## src/rtl/i2c_target_pkg.sv

```systemverilog
// Shared types and helpers for the I2C target register bank.
package i2c_target_pkg;

  typedef enum logic [2:0] {
    IDLE,
    ADDR,
    ADDR_ACK,
    WR_BYTE,
    WR_ACK,
    RD_BYTE,
    RD_ACK,
    IGNORE
  } i2c_tgt_state_e;

  localparam logic ACK  = 1'b0;
  localparam logic NACK = 1'b1;

  // Address byte carries the 7-bit address in [7:1] and R/W in [0].
  function automatic logic addr_match(input logic [7:0] addr_byte, input logic [6:0] addr);
    return addr_byte[7:1] == addr;
  endfunction

endpackage

```

## src/rtl/i2c_bus_sync.sv

```systemverilog
// Synchronizes the asynchronous SCL/SDA pads and decodes bus edges and START/STOP.
module i2c_bus_sync #(
  parameter int SYNC_STAGES = 2
) (
  input  logic clk,
  input  logic rst_n,
  input  logic scl_pad_i,
  input  logic sda_pad_i,
  output logic scl_rise,
  output logic scl_fall,
  output logic start_det,
  output logic stop_det,
  output logic sda_s
);

  logic [SYNC_STAGES-1:0] scl_sync;
  logic [SYNC_STAGES-1:0] sda_sync;
  logic                   scl_s;
  logic                   scl_d;
  logic                   sda_d;

  // Reset to the idle-bus level so leaving reset never looks like an edge.
  always_ff @(posedge clk or negedge rst_n) begin
    if (!rst_n) begin
      scl_sync <= '1;
      sda_sync <= '1;
      scl_d    <= 1'b1;
      sda_d    <= 1'b1;
    end else begin
      scl_sync <= {scl_sync[SYNC_STAGES-2:0], scl_pad_i};
      sda_sync <= {sda_sync[SYNC_STAGES-2:0], sda_pad_i};
      scl_d    <= scl_s;
      sda_d    <= sda_s;
    end
  end

  assign scl_s     = scl_sync[SYNC_STAGES-1];
  assign sda_s     = sda_sync[SYNC_STAGES-1];
  assign scl_rise  = scl_s & ~scl_d;
  assign scl_fall  = ~scl_s & scl_d;
  assign start_det = scl_s & scl_d & sda_d & ~sda_s;
  assign stop_det  = scl_s & scl_d & ~sda_d & sda_s;

endmodule

```

## src/rtl/i2c_target_regs.sv

```systemverilog
// I2C target exposing NUM_REGS byte registers with an auto-incrementing pointer.
module i2c_target_regs
  import i2c_target_pkg::*;
#(
  parameter logic [6:0] TARGET_ADDR = 7'h42,
  parameter int         NUM_REGS    = 16,
  parameter int         SYNC_STAGES = 2,
  localparam int        IW          = $clog2(NUM_REGS)
) (
  input  logic                  clk,
  input  logic                  rst_n,
  input  logic                  scl_pad_i,
  input  logic                  sda_pad_i,
  output logic                  sda_pad_o,
  output logic                  sda_padoen_o,
  output logic [NUM_REGS*8-1:0] regs_o,
  output logic                  wr_valid_o,
  output logic [IW-1:0]         wr_idx_o,
  output logic                  busy_o
);

  logic scl_rise, scl_fall, start_det, stop_det, sda_s;

  i2c_bus_sync #(.SYNC_STAGES(SYNC_STAGES)) u_sync (
    .clk       (clk),
    .rst_n     (rst_n),
    .scl_pad_i (scl_pad_i),
    .sda_pad_i (sda_pad_i),
    .scl_rise  (scl_rise),
    .scl_fall  (scl_fall),
    .start_det (start_det),
    .stop_det  (stop_det),
    .sda_s     (sda_s)
  );

  i2c_tgt_state_e state_q, state_d;
  logic [3:0]     bit_cnt_q, bit_cnt_d;
  logic [7:0]     shift_q, shift_d;
  logic [IW-1:0]  ptr_q, ptr_d;
  logic           oen_q, oen_d;
  logic           first_q, first_d;
  logic           ack_q, ack_d;
  logic           wr_en;
  logic [7:0]     regs [NUM_REGS];
  logic [7:0]     rd_byte;

  assign rd_byte = regs[ptr_q];

  always_ff @(posedge clk or negedge rst_n) begin
    if (!rst_n) begin
      state_q   <= IDLE;
      bit_cnt_q <= '0;
      shift_q   <= '0;
      ptr_q     <= '0;
      oen_q     <= 1'b0;
      first_q   <= 1'b0;
      ack_q     <= NACK;
    end else begin
      state_q   <= state_d;
      bit_cnt_q <= bit_cnt_d;
      shift_q   <= shift_d;
      ptr_q     <= ptr_d;
      oen_q     <= oen_d;
      first_q   <= first_d;
      ack_q     <= ack_d;
    end
  end

  // Bus conditions override any bit-level activity; everything else advances on SCL edges.
  always_comb begin
    state_d   = state_q;
    bit_cnt_d = bit_cnt_q;
    shift_d   = shift_q;
    ptr_d     = ptr_q;
    oen_d     = oen_q;
    first_d   = first_q;
    ack_d     = ack_q;
    wr_en     = 1'b0;
    if (start_det) begin
      state_d   = ADDR;
      bit_cnt_d = '0;
      oen_d     = 1'b0;
    end else if (stop_det) begin
      state_d   = IDLE;
      bit_cnt_d = '0;
      oen_d     = 1'b0;
    end else begin
      case (state_q)
        ADDR, WR_BYTE: begin
          if (scl_rise) begin
            shift_d   = {shift_q[6:0], sda_s};
            bit_cnt_d = bit_cnt_q + 4'd1;
          end else if (scl_fall && bit_cnt_q == 4'd8) begin
            bit_cnt_d = '0;
            if (state_q == ADDR) begin
              if (addr_match(shift_q, TARGET_ADDR)) begin
                state_d = ADDR_ACK;
                oen_d   = 1'b1;
              end else begin
                state_d = IGNORE;
              end
            end else begin
              state_d = WR_ACK;
              oen_d   = 1'b1;
              if (first_q) begin
                ptr_d   = shift_q[IW-1:0];
                first_d = 1'b0;
              end else begin
                wr_en = 1'b1;
                ptr_d = ptr_q + 1'b1;
              end
            end
          end
        end
        ADDR_ACK: begin
          if (scl_fall) begin
            bit_cnt_d = '0;
            if (shift_q[0] == 1'b0) begin
              state_d = WR_BYTE;
              first_d = 1'b1;
              oen_d   = 1'b0;
            end else begin
              state_d = RD_BYTE;
              shift_d = rd_byte;
              oen_d   = ~rd_byte[7];
            end
          end
        end
        WR_ACK: begin
          if (scl_fall) begin
            state_d   = WR_BYTE;
            bit_cnt_d = '0;
            oen_d     = 1'b0;
          end
        end
        RD_BYTE: begin
          if (scl_rise) begin
            bit_cnt_d = bit_cnt_q + 4'd1;
          end else if (scl_fall) begin
            if (bit_cnt_q == 4'd8) begin
              state_d   = RD_ACK;
              bit_cnt_d = '0;
              oen_d     = 1'b0;
              ptr_d     = ptr_q + 1'b1;
            end else begin
              shift_d = {shift_q[6:0], 1'b0};
              oen_d   = ~shift_q[6];
            end
          end
        end
        RD_ACK: begin
          if (scl_rise) begin
            ack_d = sda_s;
          end else if (scl_fall) begin
            if (ack_q == ACK) begin
              state_d = RD_BYTE;
              shift_d = rd_byte;
              oen_d   = ~rd_byte[7];
            end else begin
              state_d = IGNORE;
            end
          end
        end
        IDLE, IGNORE: ;
        default: state_d = IDLE;
      endcase
    end
  end

  always_ff @(posedge clk or negedge rst_n) begin
    if (!rst_n) begin
      for (int i = 0; i < NUM_REGS; i++) regs[i] <= '0;
      wr_valid_o <= 1'b0;
      wr_idx_o   <= '0;
    end else begin
      wr_valid_o <= wr_en;
      if (wr_en) begin
        regs[ptr_q] <= shift_q;
        wr_idx_o    <= ptr_q;
      end
    end
  end

  for (genvar g = 0; g < NUM_REGS; g++) begin : g_flat
    assign regs_o[8*g +: 8] = regs[g];
  end

  assign sda_pad_o    = 1'b0;
  assign sda_padoen_o = oen_q;
  assign busy_o       = (state_q != IDLE);

endmodule

```

## config.mk

```make
export PLATFORM = sky130hd
export DESIGN_NAME = i2c_target_regs
export DESIGN_NICKNAME = d
export VERILOG_FILES = /design/src/rtl/i2c_target_pkg.sv /design/src/rtl/i2c_bus_sync.sv /design/src/rtl/i2c_target_regs.sv
export SDC_FILE = /design/constraint.sdc
export NUM_CORES = 1
export LEC_CHECK = 0
export ABC_AREA = 1
export CELL_PAD_IN_SITES_DETAIL_PLACEMENT = 0
export CELL_PAD_IN_SITES_GLOBAL_PLACEMENT = 1
export CORE_ASPECT_RATIO = 0.75
export CORE_MARGIN = 5
export CORE_UTILIZATION = 35
export DETAILED_ROUTE_END_ITERATION = 8
export DONT_BUFFER_PORTS = 1
export MAX_ROUTING_LAYER = met4
export PLACE_DENSITY = 0.7
export SLEW_MARGIN = 20
export SYNTH_ARGS = -nofsm -noshare
export SYNTH_HDL_FRONTEND = slang
export SYNTH_SLANG_ARGS = --single-unit
```

## constraint.sdc

```tcl
create_clock -name clk -period 2.8 [get_ports clk]
set_input_delay 0.7 -clock clk [delete_from_list [all_inputs] [get_ports clk]]
set_output_delay 0.7 -clock clk [all_outputs]
set_load 0.1 [all_outputs]
```

[Word level (Yosys, flattened, before mapping)]
Cells that the tools add are included.
Widths: inputs -> output; s select.
Storage, ports and cells
  register bits after elaboration: 161
  latch bits: 0
  memory bits (writable): 0
  memory bits (read-only): 0
  output and inout bits: 136
  memories: 0
Operators by class
  add/subtract/negate cells: 2
  multiply operators: 0
  divide/modulo/power cells: 0
  magnitude comparators: 2
  eq/ne operators: 37
  shift operators: 0
  multiplexer cells: 78
  bitwise operators: 16
  reduce and logical (&&, ||, !) cells: 18
Operators with widths (count)
  $bwmux 128: 1
  $mux 8: 12
  $mux 4: 15
  $mux 3: 14
  $ne 4x4->1 const B: 10
  $bmux 8 s4: 1
  $demux 8 s4: 1
  $pmux 8 s4: 1
  $ne 2x2->1 const B: 14
  $mux 1: 27
  $reduce_and 11->1: 2
  $ne 5x5->1 const B: 4
  $pmux 3 s5: 1
  $pmux 4 s3: 1
  $reduce_and 12->1: 1
  $reduce_and 10->1: 1
  $eq 3x3->1 const B: 3
  $reduce_and 9->1: 1
  $add 4x1->4 const B: 2
  $not 1->1: 8
  $pmux 4 s2: 1
  $reduce_and 8->1: 1
  $and 1x1->1: 7
  $eq 7x7->1 const B: 1
  19 further kinds: 23

[Longest topological paths before layout]
  depth in word-level cells: 11
  gate-level depth with buffers: 13

[Modules after synthesis]
A second synthesis with hierarchy kept.
Second synthesis, totals
  cells, all modules: 1091
  area total of the unflattened synthesis: 8227.9 µm²
Modules (own cells, without submodules)
  i2c_target_regs: times used 1, cells each 1074, area each 8029.0 µm², sequential area each 3880.0 µm²
  i2c_bus_sync: times used 1, cells each 17, area each 198.9 µm², sequential area each 157.7 µm²

[Least setup slack after synthesis]
No wires, ideal clock.
  path type: flip-flop to flip-flop
  from: reg u_sync.scl_d
  to: reg regs (netlist bit regs_o[104])
  arrival: 1997 ps
  required time: 2670 ps
  path slack: 673 ps
  cell stages (with the launch flop): 13
  clock period less this slack: 2127 ps
  cell sequence: dfstp_2 -> inv_1 -> ha_1 -> inv_1 -> nand2_1 -> nor3_2 -> nand4_4 -> clkinv_2 -> buf_12 -> nand3_4 -> buf_6 -> nand2_1 -> o21ai_2
On the way
  longest elaborated chain between the ends: 7
  elaborated cells on any way between the ends: 14
  classes of those cells: 5 x mux; 8 x bitwise; 1 x reduce/logical
RTL lines
  start: declaration: line i2c_bus_sync.sv:19  | logic scl_d;
  start signal: assignment: line i2c_bus_sync.sv:32  | scl_d <= scl_s;
  $and 1x1->1: line i2c_bus_sync.sv:40  | assign scl_fall = ~scl_s & scl_d;
  $logic_and 1x1->1: line i2c_target_regs.sv:93  | end else if (scl_fall && bit_cnt_q == 4'd8) begin
  $mux 1: line i2c_target_regs.sv:93
  $mux 1: line i2c_target_regs.sv:90  | if (scl_rise) begin
  $mux 1: line i2c_target_regs.sv:88  | case (state_q)
  $mux 1: line i2c_target_regs.sv:83  | end else if (stop_det) begin
  $mux 1 *: line i2c_target_regs.sv:79  | if (start_det) begin
  net wr_en: line i2c_target_regs.sv:43  | logic wr_en;
  end signal: indexed assignment: line i2c_target_regs.sv:178  | regs[ptr_q] <= shift_q;
  end: declaration: line i2c_target_regs.sv:44  | logic [7:0] regs [NUM_REGS];
The timed path passes the listed nets; every way through them passes the cells marked *.
A chain may end at the register's enable or synchronous reset.

[Worst setup path in the final report]
  from: reg u_sync.scl_d
  to: reg regs (netlist bit regs_o[30])
On the way
  longest elaborated chain between the ends: 7
  elaborated cells on any way between the ends: 14
  classes of those cells: 5 x mux; 8 x bitwise; 1 x reduce/logical
RTL lines (line)
  $and 1x1->1: i2c_bus_sync.sv:40
  $logic_and 1x1->1: i2c_target_regs.sv:93
  $mux 1: i2c_target_regs.sv:93
  $mux 1: i2c_target_regs.sv:90
  $mux 1: i2c_target_regs.sv:88
  $mux 1: i2c_target_regs.sv:83
  $mux 1 *: i2c_target_regs.sv:79
Every way passes the cells marked *; elsewhere a longest branch is shown, timed or not.

==> results.cfg <==
[floorplan]
ios = 140
die_h_um = 142
die_w_um = 185
die-area_um2 = 26300
fp.coreArea_um2 = 22900
start_util_pct = 35.3
rows = 48

[power]
intPower_w = 0.00473
power.density_nw_per_um2 = 850
pwr-share-seq_pct = 32.2
clkPwrFrac_pct = 27.4
pwr-share-comb_pct = 40.4
swShare_pct = 43.5
ir_drop_v = 0.000571
switching_power_w = 0.00364
p_leak_nw = 4.87

[finish]
antenna_cells = 0
multi_input_area_um2 = 3480
fin_nets = 1149
layout-drive-gt1-share_pct = 19.9
syn2layout_area_growth_pct = 22.0
instances_no_fill = 1448
fillCellCount = 2316
regArea_um2 = 4040

[synth]
synth.top_cells.by_area = dfrtp_1, nand2_1, o21ai_0
synthesis.nets = 1028
synth_area_per_cell_um2 = 7.96
async_flop_share_pct = 100
syn-cell-area_um2 = 8080
syn_inst = 1015
synth_top_area_share_pct = 47.7
synth_edf_count = 0
yosys-top-cells-count = nand2_1, nor2_1, dfrtp_1
synth.most_common_cell = nand2_1
seq_area_frac_synth_pct = 50.0
synth_warnings = 0
synth-seq-cells = 161
ys_types = 32
synth_area_leader_cell = dfrtp_1
synth-main-ff-cell = dfrtp_1

[routing]
drt-initial-drc-count = 549
vias = 7136
drt_first_pass_iters = 5
vias_per_cell = 4.93
routed_wl_mm = 26.4
drc = 0
detail_route.wl_per_cell_um = 18.3
detail-route-antenna-nets = 0

[clock_network]
htreeDepth = 4
cts_buffers = 17
clock_latency_ps = 430
cts_sinks = 161
clockBufferDepth = 2
path_clk_slew_ps = 60
cts_root_buffer = clkbuf_16
cts_tree = yes

[setup_path]
reg2reg_from = u_sync.scl_d
cp.required_ps = 3080
crit_family = simple AND/OR/NAND/NOR gates
crit_start = u_sync.scl_d
crit_slowest_cell = dfstp_2
slowest_delay_ps = 540
start_kind = flip-flop
reg2reg_depth = 11
r2r_slack_ps = 300
cp_num_cells = 11
critPathCaptureType = flip-flop
r2r-end = regs_o[30]
cp.arrival_ps = 2790
crit_fanout = 16
crit_buf_inv = 4
cp_cell_sequence = inv_1 -> ha_1 -> inv_1 -> nand2_1 -> nor3_2 -> nand4_4 -> clkinv_2 -> buf_4 -> nand3_4 -> nand2_1 -> o21ai_2
cp-endpoint = regs_o[30]
setup.worst_path.class = reg -> reg

[place]
post-place-ws_ps = 206
placed_cells = 1417
hpwl_mm = 18.1
gp_congestion = 0.908
io_buffers = 0

[timing]
fin_crit_ps = 2500
fin_setup_tns_ps = 0
grt_setup_unrepaired = no
fin_skew_ps = 9.41
layout_setup_ws_ps = 299
hold_violations = 58
worstMarginPinSlew_ps = 958
drv_slew = 0
relSlewSlack_pct = 36.1
fin_worst_hold_slack_ps = -27.7
fmax_ghz = 0.400
setup_viol = 0
timing.final.crit_share_pct = 89.3

[global_route]
grt_max_degree = 162
antenna_found_initial = 0
overflow = 0
grt_usage_pct = 21.0
grt_pass1_vias = 6701
grt_pass1_wl_mm = 40.6

[status]
violations = negative hold slack
status = complete, but fails checks

[job]
drv_cap = 0

[hold_path]
hold_path.class = in -> async
-- worst reg2reg max path, cell delays in order, from the launching register on --
cell and delay, ps:
dfstp_2 540, inv_1 40, ha_1 250, inv_1 150, nand2_1 100, nor3_2 180
nand4_4 180, clkinv_2 300, buf_4 240, nand3_4 190, nand2_1 140, o21ai_2 60
-- worst min path at each step --
stage,endpoint,slack [ps]
floorplan,u_sync.scl_sync[1],350
global placement,u_sync.sda_sync[1],350
detailed placement,u_sync.sda_sync[1],350
CTS,regs_o[82],-50
global route,regs_o[82],-60
finish,regs_o[80],-30
-- registers in the layout, indices dropped and copies added (netlist names) --
| register | cells |
|---|---|
| wr_valid_o | 1 |
| ack_q | 1 |
| shift_q | 8 |
| regs_o | 128 |
| u_sync.scl_sync | 2 |
| u_sync.scl_d | 1 |
| ptr_q | 4 |
| bit_cnt_q | 4 |
| state_q | 3 |
| u_sync.sda_sync | 2 |
| sda_padoen_o | 1 |
| wr_idx_o | 4 |
| first_q | 1 |
| u_sync.sda_d | 1 |
-- layout by cell type (no fill, tap or decap), drive strengths merged --
cell type and count:
nand3 44, buf 157, dfrtp 154, clkinvlp 5, nor4 2, a21oi 17, clkinv 5, clkbuf 21
nand3b 1, bufinv 2, nor3 7, xor2 2, conb 1, a21boi 1, dfstp 7, o21ai 220
nand2 277, inv 52, nand4 6, nor2 156, or2 2, ha 9
-- metrics by stage --
stage | area, µm² | power [W] | hold WS, ps | util (%)
finish | 9860 | 0.00837 | -27.7 | 43.1
global route | 9860 | 0.00893 | -55.1 | 43.1
CTS | 9850 | 0.00842 | -52.4 | 43.1
detailed placement | 9290 | 0.00610 | 347 | 40.6
global placement | 9290 | 0.00610 | 346 | 40.6
floorplan | 8080 | 0.00496 | 345 | -
-- power groups by stage --
stage / Clock, W / Combinational [W] / Sequential (W)
final: 0.00229 / 0.00339 / 0.00270
after global routing: 0.00244 / 0.00377 / 0.00272
after floorplan: 0 / 0.00228 / 0.00267
after CTS: 0.00235 / 0.00338 / 0.00270
after global placement: 0 / 0.00336 / 0.00274
after detailed placement: 0 / 0.00337 / 0.00274
-- cell type report --
type | instances | share of cell area [%]
Multi-Input combinational cell | 745 | 35.3
Timing Repair Buffer | 157 | 12.1
Clock inverter | 10 | 1.14
Sequential cell | 161 | 41.0
Inverter | 54 | 2.07
Clock buffer | 21 | 4.57
Tap cell | 300 | 3.81
-- cells by family (layout without fill, tap and decap cells) --
family,Yosys count,count (layout),synth area share [%]
AO/OA/AOI/OAI,238,238,15.5
flip-flops,161,161,50.0
buffers and inverters,109,242,7.00
XOR/XNOR,2,2,0.217
other,1,1,0.0464
AND/OR/NAND/NOR,495,495,25.9
adder cells (fa/ha/maj),9,9,1.39
-- timing repair --
item,in CTS,in global routing
resized for setup,0,1
buffers inserted,0,0
hold endpoints to repair,154,154
setup endpoints to repair,0,8
-- layer usage --
| layer | GRT usage, % | wire length, µm | share of wire, % | up-vias |
|---|---|---|---|---|
| met5 | - | 0 | 0 | - |
| li1 | - | - | - | 3534 |
| met4 | 4.98 | 235 | 0.89 | 0 |
| met3 | 8.46 | 2880 | 11 | 18 |
| met1 | 29.4 | 12500 | 47 | 3372 |
| met2 | 28.4 | 10900 | 41 | 212 |
Power figures use the tool's default switching activity.
